<file path="src/rtl/fetch_redirect_ctrl.sv">
// fetch_redirect_ctrl: fetch PC sequencer, redirect arbiter and stale-response filter.
// Optional macro FETCH_REDIRECT_PERF_EN adds 32-bit redirect/drop event counters.
`default_nettype none

module fetch_redirect_ctrl #(
  parameter int              ALEN            = 32,
  parameter logic [ALEN-1:0] RESET_PC        = '0,
  parameter int              MAX_OUTSTANDING = 2
) (
  input  logic            clk,
  input  logic            rst,
  input  logic            trap_valid,
  input  logic [ALEN-1:0] trap_target,
  input  logic            mispredict_valid,
  input  logic [ALEN-1:0] mispredict_target,
  input  logic            predict_valid,
  input  logic [ALEN-1:0] predict_target,
  input  logic            stall,
  output logic            req_valid,
  input  logic            req_ready,
  output logic [ALEN-1:0] req_addr,
  input  logic            resp_valid,
  output logic            out_valid,
  output logic [ALEN-1:0] out_addr,
  output logic            flush
`ifdef FETCH_REDIRECT_PERF_EN
  ,
  output logic [31:0]     perf_trap_cnt,
  output logic [31:0]     perf_mispredict_cnt,
  output logic [31:0]     perf_predict_cnt,
  output logic [31:0]     perf_drop_cnt
`endif
);

  localparam logic [1:0] c_MAX_OUT = 2'(MAX_OUTSTANDING);

  typedef enum logic [1:0] {
    ST_BOOT  = 2'd0,
    ST_RUN   = 2'd1,
    ST_FLUSH = 2'd2
  } state_t;

  state_t          r_state;
  state_t          w_state_nxt;
  logic [ALEN-1:0] r_pc;
  logic [1:0]      r_out;
  logic [1:0]      r_drop;
  logic            r_flush;
  logic [1:0]      r_wr_ptr;
  logic [1:0]      r_rd_ptr;
  logic [ALEN-1:0] r_fifo [0:3];

  logic            w_active;
  logic            w_resp;
  logic            w_resp_drop;
  logic            w_resp_keep;
  logic            w_trap;
  logic            w_misp;
  logic            w_pred;
  logic            w_redir;
  logic [ALEN-1:0] w_target;
  logic [ALEN-1:0] w_pc_al;
  logic            w_req_valid;
  logic            w_hs;
  logic [1:0]      w_out_nxt;
  logic [1:0]      w_drop_nxt;

  always_comb begin
    w_active    = (r_state == ST_RUN) || (r_state == ST_FLUSH);
    // A response with nothing in flight is a protocol error and is ignored.
    w_resp      = resp_valid && (r_out != 2'd0);
    w_resp_drop = w_resp && (r_drop != 2'd0);
    w_resp_keep = w_resp && (r_drop == 2'd0);

    w_trap   = trap_valid && w_active;
    w_misp   = mispredict_valid && w_active && !trap_valid;
    // A prediction only refers to a response actually delivered this cycle.
    w_pred   = predict_valid && w_resp_keep && (r_state == ST_RUN) &&
               !trap_valid && !mispredict_valid;
    w_redir  = w_trap || w_misp || w_pred;

    w_target = predict_target;
    if (w_trap) begin
      w_target = trap_target;
    end else if (w_misp) begin
      w_target = mispredict_target;
    end

    w_pc_al     = {r_pc[ALEN-1:2], 2'b00};
    w_req_valid = (r_state == ST_RUN) && !stall && (r_out < c_MAX_OUT) && !w_redir;
    w_hs        = w_req_valid && req_ready;

    w_out_nxt  = r_out + (w_hs ? 2'd1 : 2'd0) - (w_resp ? 2'd1 : 2'd0);
    // Everything still in flight after this cycle belongs to the old path.
    w_drop_nxt = w_redir ? w_out_nxt : (r_drop - (w_resp_drop ? 2'd1 : 2'd0));

    w_state_nxt = r_state;
    case (r_state)
      ST_BOOT:  w_state_nxt = ST_RUN;
      ST_RUN:   if (w_redir) w_state_nxt = (w_drop_nxt != 2'd0) ? ST_FLUSH : ST_RUN;
      ST_FLUSH: w_state_nxt = (w_drop_nxt != 2'd0) ? ST_FLUSH : ST_RUN;
      default:  w_state_nxt = ST_BOOT;
    endcase
  end

  always_ff @(posedge clk or negedge rst) begin
    if (!rst) begin
      r_state  <= ST_BOOT;
      r_pc     <= RESET_PC;
      r_out    <= 2'd0;
      r_drop   <= 2'd0;
      r_flush  <= 1'b0;
      r_wr_ptr <= 2'd0;
      r_rd_ptr <= 2'd0;
    end else begin
      r_state <= w_state_nxt;
      r_out   <= w_out_nxt;
      r_drop  <= w_drop_nxt;
      r_flush <= w_redir;
      if (w_redir) begin
        r_pc <= w_target;
      end else if (w_hs) begin
        r_pc <= r_pc + ALEN'(4);
      end
      if (w_hs) begin
        r_wr_ptr <= r_wr_ptr + 2'd1;
      end
      if (w_resp) begin
        r_rd_ptr <= r_rd_ptr + 2'd1;
      end
    end
  end

  always_ff @(posedge clk) begin
    if (w_hs) begin
      r_fifo[r_wr_ptr] <= w_pc_al;
    end
  end

  assign req_valid = w_req_valid;
  assign req_addr  = w_req_valid ? w_pc_al : '0;
  assign out_valid = w_resp_keep;
  assign out_addr  = w_resp_keep ? r_fifo[r_rd_ptr] : '0;
  assign flush     = r_flush;

`ifdef FETCH_REDIRECT_PERF_EN
  logic [31:0] r_perf_trap;
  logic [31:0] r_perf_misp;
  logic [31:0] r_perf_pred;
  logic [31:0] r_perf_drop;

  always_ff @(posedge clk or negedge rst) begin
    if (!rst) begin
      r_perf_trap <= 32'd0;
      r_perf_misp <= 32'd0;
      r_perf_pred <= 32'd0;
      r_perf_drop <= 32'd0;
    end else begin
      if (w_trap)      r_perf_trap <= r_perf_trap + 32'd1;
      if (w_misp)      r_perf_misp <= r_perf_misp + 32'd1;
      if (w_pred)      r_perf_pred <= r_perf_pred + 32'd1;
      if (w_resp_drop) r_perf_drop <= r_perf_drop + 32'd1;
    end
  end

  assign perf_trap_cnt       = r_perf_trap;
  assign perf_mispredict_cnt = r_perf_misp;
  assign perf_predict_cnt    = r_perf_pred;
  assign perf_drop_cnt       = r_perf_drop;
`endif

  a_resp_underflow: assert property (@(posedge clk) disable iff (!rst)
    !(resp_valid && (r_out == 2'd0)));
  a_out_cap: assert property (@(posedge clk) disable iff (!rst)
    (r_out <= c_MAX_OUT));

endmodule

`default_nettype wire
</file>
<file path="config.mk">
export PLATFORM = sky130hd
export DESIGN_NAME = fetch_redirect_ctrl
export DESIGN_NICKNAME = d
export VERILOG_FILES = /design/src/rtl/fetch_redirect_ctrl.sv
export SDC_FILE = /design/constraint.sdc
export NUM_CORES = 1
export LEC_CHECK = 0
export ABC_AREA = 1
export BUFFER_PORTS_ARGS = -buffer_cell sky130_fd_sc_hd__buf_2
export CORE_MARGIN = 5
export CORE_UTILIZATION = 60
export CTS_CLUSTER_DIAMETER = 50
export DETAILED_ROUTE_END_ITERATION = 16
export PLACE_DENSITY = 0.86
export SLEW_MARGIN = 30
export SYNTH_ARGS = -nofsm -noshare
export SYNTH_HDL_FRONTEND = slang
export SYNTH_SLANG_ARGS = --single-unit
</file>
<file path="constraint.sdc">
create_clock -name clk -period 5.6 [get_ports clk]
set_input_delay 0.84 -clock clk [delete_from_list [all_inputs] [get_ports clk]]
set_output_delay 0.84 -clock clk [all_outputs]
set_load 0.1 [all_outputs]
</file>
## Word-level counts from Yosys, hierarchy flattened

Memories as Yosys holds them, arrays and structs flattened.
Index checks and enable logic that the tools add are counted.
W data, S select, Z words.

| cells by class | value |
|---|---|
| $add $sub $neg | 6 |
| magnitude comparators | 1 |
| eq/ne operators | 3 |
| multiplexer cells | 15 |
| reduce and logical (&&, ||, !) cells | 27 |

Operators by type and width:

| cell | number |
|---|---|
| $mux W32 | 6 |
| $add A32 B3 Y32 const B | 1 |
| $logic_and A1 B1 Y1 | 14 |
| $reduce_bool A2 Y1 | 4 |
| $mux W2 | 3 |
| $pmux W2 S3 | 1 |
| $mux W1 | 5 |
| $add A2 B1 Y2 const B | 2 |
| $logic_not A1 Y1 | 4 |
| $logic_not A2 Y1 | 2 |
| $sub A2 B1 Y2 | 2 |
| $logic_or A1 B1 Y1 | 3 |
| $add A2 B1 Y2 | 1 |
| $eq A2 B1 Y1 const B | 1 |
| $eq A2 B2 Y1 const B | 1 |
| $lt A2 B2 Y1 const B | 1 |
| $ne A2 B2 Y1 const B | 1 |

| word-level totals | value |
|---|---|
| register bits | 43 |
| bits in writable memories | 120 |
| input port bits | 104 |
| output and inout bits | 67 |
| word-level logic and storage cells | 60 |
| memories | 1 |

Memory list:

| memory | words | width | read ports | clocked after memory_dff | wr ports | RTL line | text |
|---|---|---|---|---|---|---|---|
| r_fifo | 4 | 30 | 1 | 0 | 1 | 51 | `logic [ALEN-1:0] r_fifo [0:3];` |

## Longest topological paths before layout

| logic depth | value |
|---|---|
| depth in word-level cells | 19 |
| depth in mapped cells | 22 |

## Worst setup path after synthesis

No wires, ideal clock.

| path | value |
|---|---|
| path kind | input to output |
| from | in trap_valid |
| to | out req_addr[10] |
| arrival | 3.391 ns |
| required time | 4.760 ns |
| path slack | 1.369 ns |
| stages on the path | 9 |
| path buffers | 2 |
| cells stage by stage | nand2_1 > inv_2 > nor2_4 > nand2_2 > buf_6 > nor2_4 > inv_2 > buf_2 > nor2_1 |

| on the way | value |
|---|---|
| cells in the longest elaborated chain, start to end | 7 |
| elaborated cells between the ends (all ways) | 10 |
| classes of those cells | mux: 1; reduce/logical: 9 |

Ends and longest elaborated chain:

| item | RTL line | text |
|---|---|---|
| from (decl) | 12 | `input logic trap_valid,` |
| $logic_not A1 Y1 | 76, 79 |  |
| $logic_and A1 B1 Y1 (on tied branches) | 76, 78 |  |
| $logic_or A1 B1 Y1 or $logic_and A1 B1 Y1 (tied branches) | 80, 79 |  |
| $logic_or A1 B1 Y1 (*) | 80 | `w_redir = w_trap \|\| w_misp \|\| w_pred;` |
| $logic_not A1 Y1 (*) | 90 | `w_req_valid = (r_state == ST_RUN) && !stall && (r_out < c_MAX_OUT) && !w_redir;` |
| $logic_and A1 B1 Y1 (*) | 90 |  |
| named net req_valid | 19 | `output logic req_valid,` |
| $mux W32 (*) | 141 | `assign req_addr = w_req_valid ? w_pc_al : '0;` |
| to (decl) | 21 | `output logic [ALEN-1:0] req_addr,` |

Mark *: on every way through the listed nets, which the timed path passes. The rest lies on a longest branch.

## Final worst setup path

| path | value |
|---|---|
| from | reg r_state[1] |
| to | out req_addr[23] |

| on the way | value |
|---|---|
| cells in the longest elaborated chain, start to end | 9 |
| elaborated cells between the ends (all ways) | 16 |
| classes of those cells | eq/ne: 2; mux: 1; reduce/logical: 13 |

Ends and longest elaborated chain:

| item | RTL line | text |
|---|---|---|
| from (decl) | 43 | `state_t r_state;` |
| from (signal assigned) | 116 | `r_state <= w_state_nxt;` |
| $eq A2 B1 Y1 or $eq A2 B2 Y1 (tied branches) | 69, 78, 90 |  |
| $logic_or A1 B1 Y1 | 69 | `w_active = (r_state == ST_RUN) \|\| (r_state == ST_FLUSH);` |
| $logic_and A1 B1 Y1 (2 in a row) | 76 | `w_misp = mispredict_valid && w_active && !trap_valid;` |
| $logic_or A1 B1 Y1 (2 in a row) | 80 |  |
| $logic_not A1 Y1 | 90 |  |
| $logic_and A1 B1 Y1 (*) | 90 |  |
| $mux W32 (*) | 141 |  |

Mark *: on every way between the ends. The rest lies on a longest branch, timed or not.

==> flow_metrics.py <==
metrics = {
    "setup_path": {
        "crit_arrival_ps": 3240,
        "crit_family": "buffers and inverters",
        "cpPeakStageDelay_ps": 450,
        "worstPathRequired_ps": 4760,
        "path_cells": "inv_1 > ha_1 > nand2_1 > buf_4 > inv_2 > nor2_4 > nand2_2 > nor2_4 > inv_2 > nor2_1 > buf_2",
        "worst_setup_path_end_kind": "output pin",
        "path_buf_inv": 5,
        "path_max_fanout": 41,
        "regToRegSetupSlack_ps": 1900,
        "worstSetupPathType": "flop to output pin",
        "critPathLaunchType": "flop",
        "slowest_stage": "buf_2",
    },
    "grt": {
        "grt_pass1_wl_um": 36000,
        "grt_overflow": 0,
        "grt_usage": 0.283,
        "grt_pass1_vias": 7259,
        "grt_max_degree": 62,
        "antenna_found_initial": 0,
    },
    "yosys": {
        "yosysMostFrequentCell": "nor2_1",
        "yosys.area.top_type": "edfxtp_1",
        "synth-async-reset-ratio": 0.255,
        "netlist_instances": 959,
        "ys.warnings.count": 0,
        "synthDistinctLibCells": 31,
        "ys.flop_type": "edfxtp_1",
        "synth_top_cell_area_share": 0.436,
        "ys_ff_latch": 161,
        "seq_area_frac_synth": 0.560,
        "synth_edf_count": 120,
        "netlist_area_um2": 8270,
        "synth_top_cells_by_area": "edfxtp_1 (44%), dfrtp_1 (12%), nor2_1 (9.6%), nand2_1 (6.8%), o21ai_0 (6.6%)",
        "synth_common_cells": "nor2_1 (211), nand2_1 (150), edfxtp_1 (120), o21ai_0 (109), nand3_1 (90)",
        "syn_area_per_cell_um2": 8.63,
    },
    "floorplanning": {
        "dieArea_um2": 16200,
        "start_util": 0.603,
        "die_h_um": 127,
        "pin_count": 171,
        "coreArea_um2": 13700,
        "die_w_um": 127,
        "rows": 43,
    },
    "drt": {
        "num_vias": 7420,
        "wire_per_inst_um": 17.8,
        "ant_nets": 0,
        "drt_wl_total_um": 22900,
        "first_pass_iters": 6,
        "post_drt_via_cell_ratio": 5.75,
        "drc": 0,
        "drt_iter0_markers": 880,
    },
    "sta": {
        "clock_skew_ps": 11.5,
        "max_slew_margin": 0.351,
        "tns_ps": 0,
        "rsz0062_at_grt": "no",
        "finalSetupViolations": 0,
        "period_share": 0.729,
        "max_slew.worst_pin.slew_ps": 971,
        "hold_viol": 0,
        "timing.final.ws_setup_ps": 1520,
        "fmax_mhz": 245,
        "period_needed_ps": 4080,
        "slew_viol_final": 0,
    },
    "placed_design": {
        "io_buffers": 160,
        "placed_area_um2": 9130,
        "place_congestion": 0.998,
        "hpwl_um": 15600,
        "placed_cells": 1259,
        "dp_slack_ps": 1860,
    },
    "clock_tree": {
        "clock_latency_ps": 410,
        "cts_max_level": 4,
        "ctsHoldBuffers": 0,
        "cts_tree": "done",
        "clock_sinks": 161,
        "clockBufferDepth": 2,
        "numCtsBuffers": 17,
        "path_clk_slew_ps": 60,
        "cts_setup_buffers": 0,
        "cts_resized": 0,
        "root_buffer": "clkbuf_16",
    },
    "pwr": {
        "vdd_drop_max_uv": 359,
        "leakage_uw": 0.00410,
        "power-per-cell-area_nw_per_um2": 541,
        "finalPower_uw": 5230,
    },
    "cells_and_area": {
        "final_cells": 1291,
        "syn_to_final_growth_pct": 16.7,
        "antenna_cells": 0,
        "fin_nets": 1213,
        "post-route-cell-area_um2": 9660,
        "drive_gt1_frac": 0.192,
        "nFillCells": 1039,
    },
    "min_path": {
        "hold_path_class": "primary input to asynchronous set/reset pin",
    },
    "flow_run": {
        "cap_violations": 0,
    },
    "status": {
        "outcome": "complete, no violations",
    },
}
==> metal layers <==
metal | up-vias | wire, µm | global-route usage
met3 | 66 | 1930 | 0.0589
met2 | 440 | 11100 | 0.476
met5 | - | 0 | 0
met4 | 0 | 952 | 0.132
li1 | 3508 | - | -
met1 | 3406 | 8950 | 0.350
==> placed cells by master, fill, tap and decap left out, types with 2 or more instances in the layout <==
cell and count:
clkbuf_8 3, clkinv_1 2, nand3_1 90, nor2_1 207
buf_4 12, a31oi_1 2, nor3_1 24, nor2_4 2
nor2_2 6, nand2_1 150, o211ai_1 6, xor2_1 6
o21ai_0 109, dfrtp_1 41, ha_1 11, nand4_1 3
clkinv_2 3, buf_2 159, conb_1 4, clkinvlp_4 2
clkbuf_1 5, o21ai_1 6, inv_2 5, inv_1 63
a21oi_1 30, clkbuf_16 17, edfxtp_1 120, o22ai_1 16
xnor2_1 2
==> cells by family (layout without fill, tap and decap cells) <==
| logic type | after synthesis | count (layout) | synth area share |
|---|---|---|---|
| XOR/XNOR | 8 | 8 | 0.00847 |
| adder cells (fa/ha/maj) | 11 | 11 | 0.0166 |
| AO/OA/AOI/OAI | 171 | 171 | 0.109 |
| other | 1 | 4 | 0.000453 |
| flip-flops | 161 | 161 | 0.560 |
| AND/OR/NAND/NOR | 485 | 485 | 0.242 |
| buffers and inverters | 122 | 271 | 0.0638 |
==> sequential cells by signal, summed over array words and instances, names as in the netlist <==
register and flops:
flush 1, r_out 2, r_state 2, r_rd_ptr 2
r_fifo 120, r_pc 30, r_wr_ptr 2, r_drop 2
==> worst register-to-register path, cell delays in order (launching register included) <==
cell	delay [ps]
dfrtp_1	400
inv_1	80
ha_1	340
nand2_1	80
buf_4	340
inv_2	270
nor2_4	190
nand2_2	90
buf_4	250
inv_2	550
o21ai_2	380
buf_4	350
nand2_1	110
inv_1	50
nand2_1	60
nand2_1	50
==> final cells by class <==
| cell class | count | area, µm² | area share |
|---|---|---|---|
| Sequential cell | 161 | 4630 | 0.479 |
| Multi-Input combinational cell | 679 | 3140 | 0.325 |
| Timing Repair Buffer | 171 | 886 | 0.0917 |
| Clock buffer | 25 | 485 | 0.0503 |
| Inverter | 68 | 255 | 0.0264 |
| Tap cell | 180 | 225 | 0.0233 |
| Clock inverter | 7 | 37.5 | 0.00389 |
==> path summary, 6_finish.rpt <==
path                                  from      endpoint  depth (start not counted)
worst max-delay path            r_state[1]  req_addr[23]                         11
worst min-delay path                   rst         flush                          1
worst max register to register  r_state[1]      r_pc[30]                         15
worst min register to register    r_out[0]      r_out[0]                          1
max in group asynchronous              rst      r_pc[20]                          1
min in group clk                  r_out[0]      r_out[0]                          1
==> metrics by stage <==
step	utilization	hold slack, ps
after floorplan	-	478
after global placement	0.665	508
after detailed placement	0.665	517
after CTS	0.704	531
after global routing	0.704	444
final	0.704	401
==> power by group <==
part,internal (µW),switching [µW]
Clock,597,423
Combinational,608,1710
Sequential,1580,301
Total,2790,2440
(Power assumes the default switching activity.)
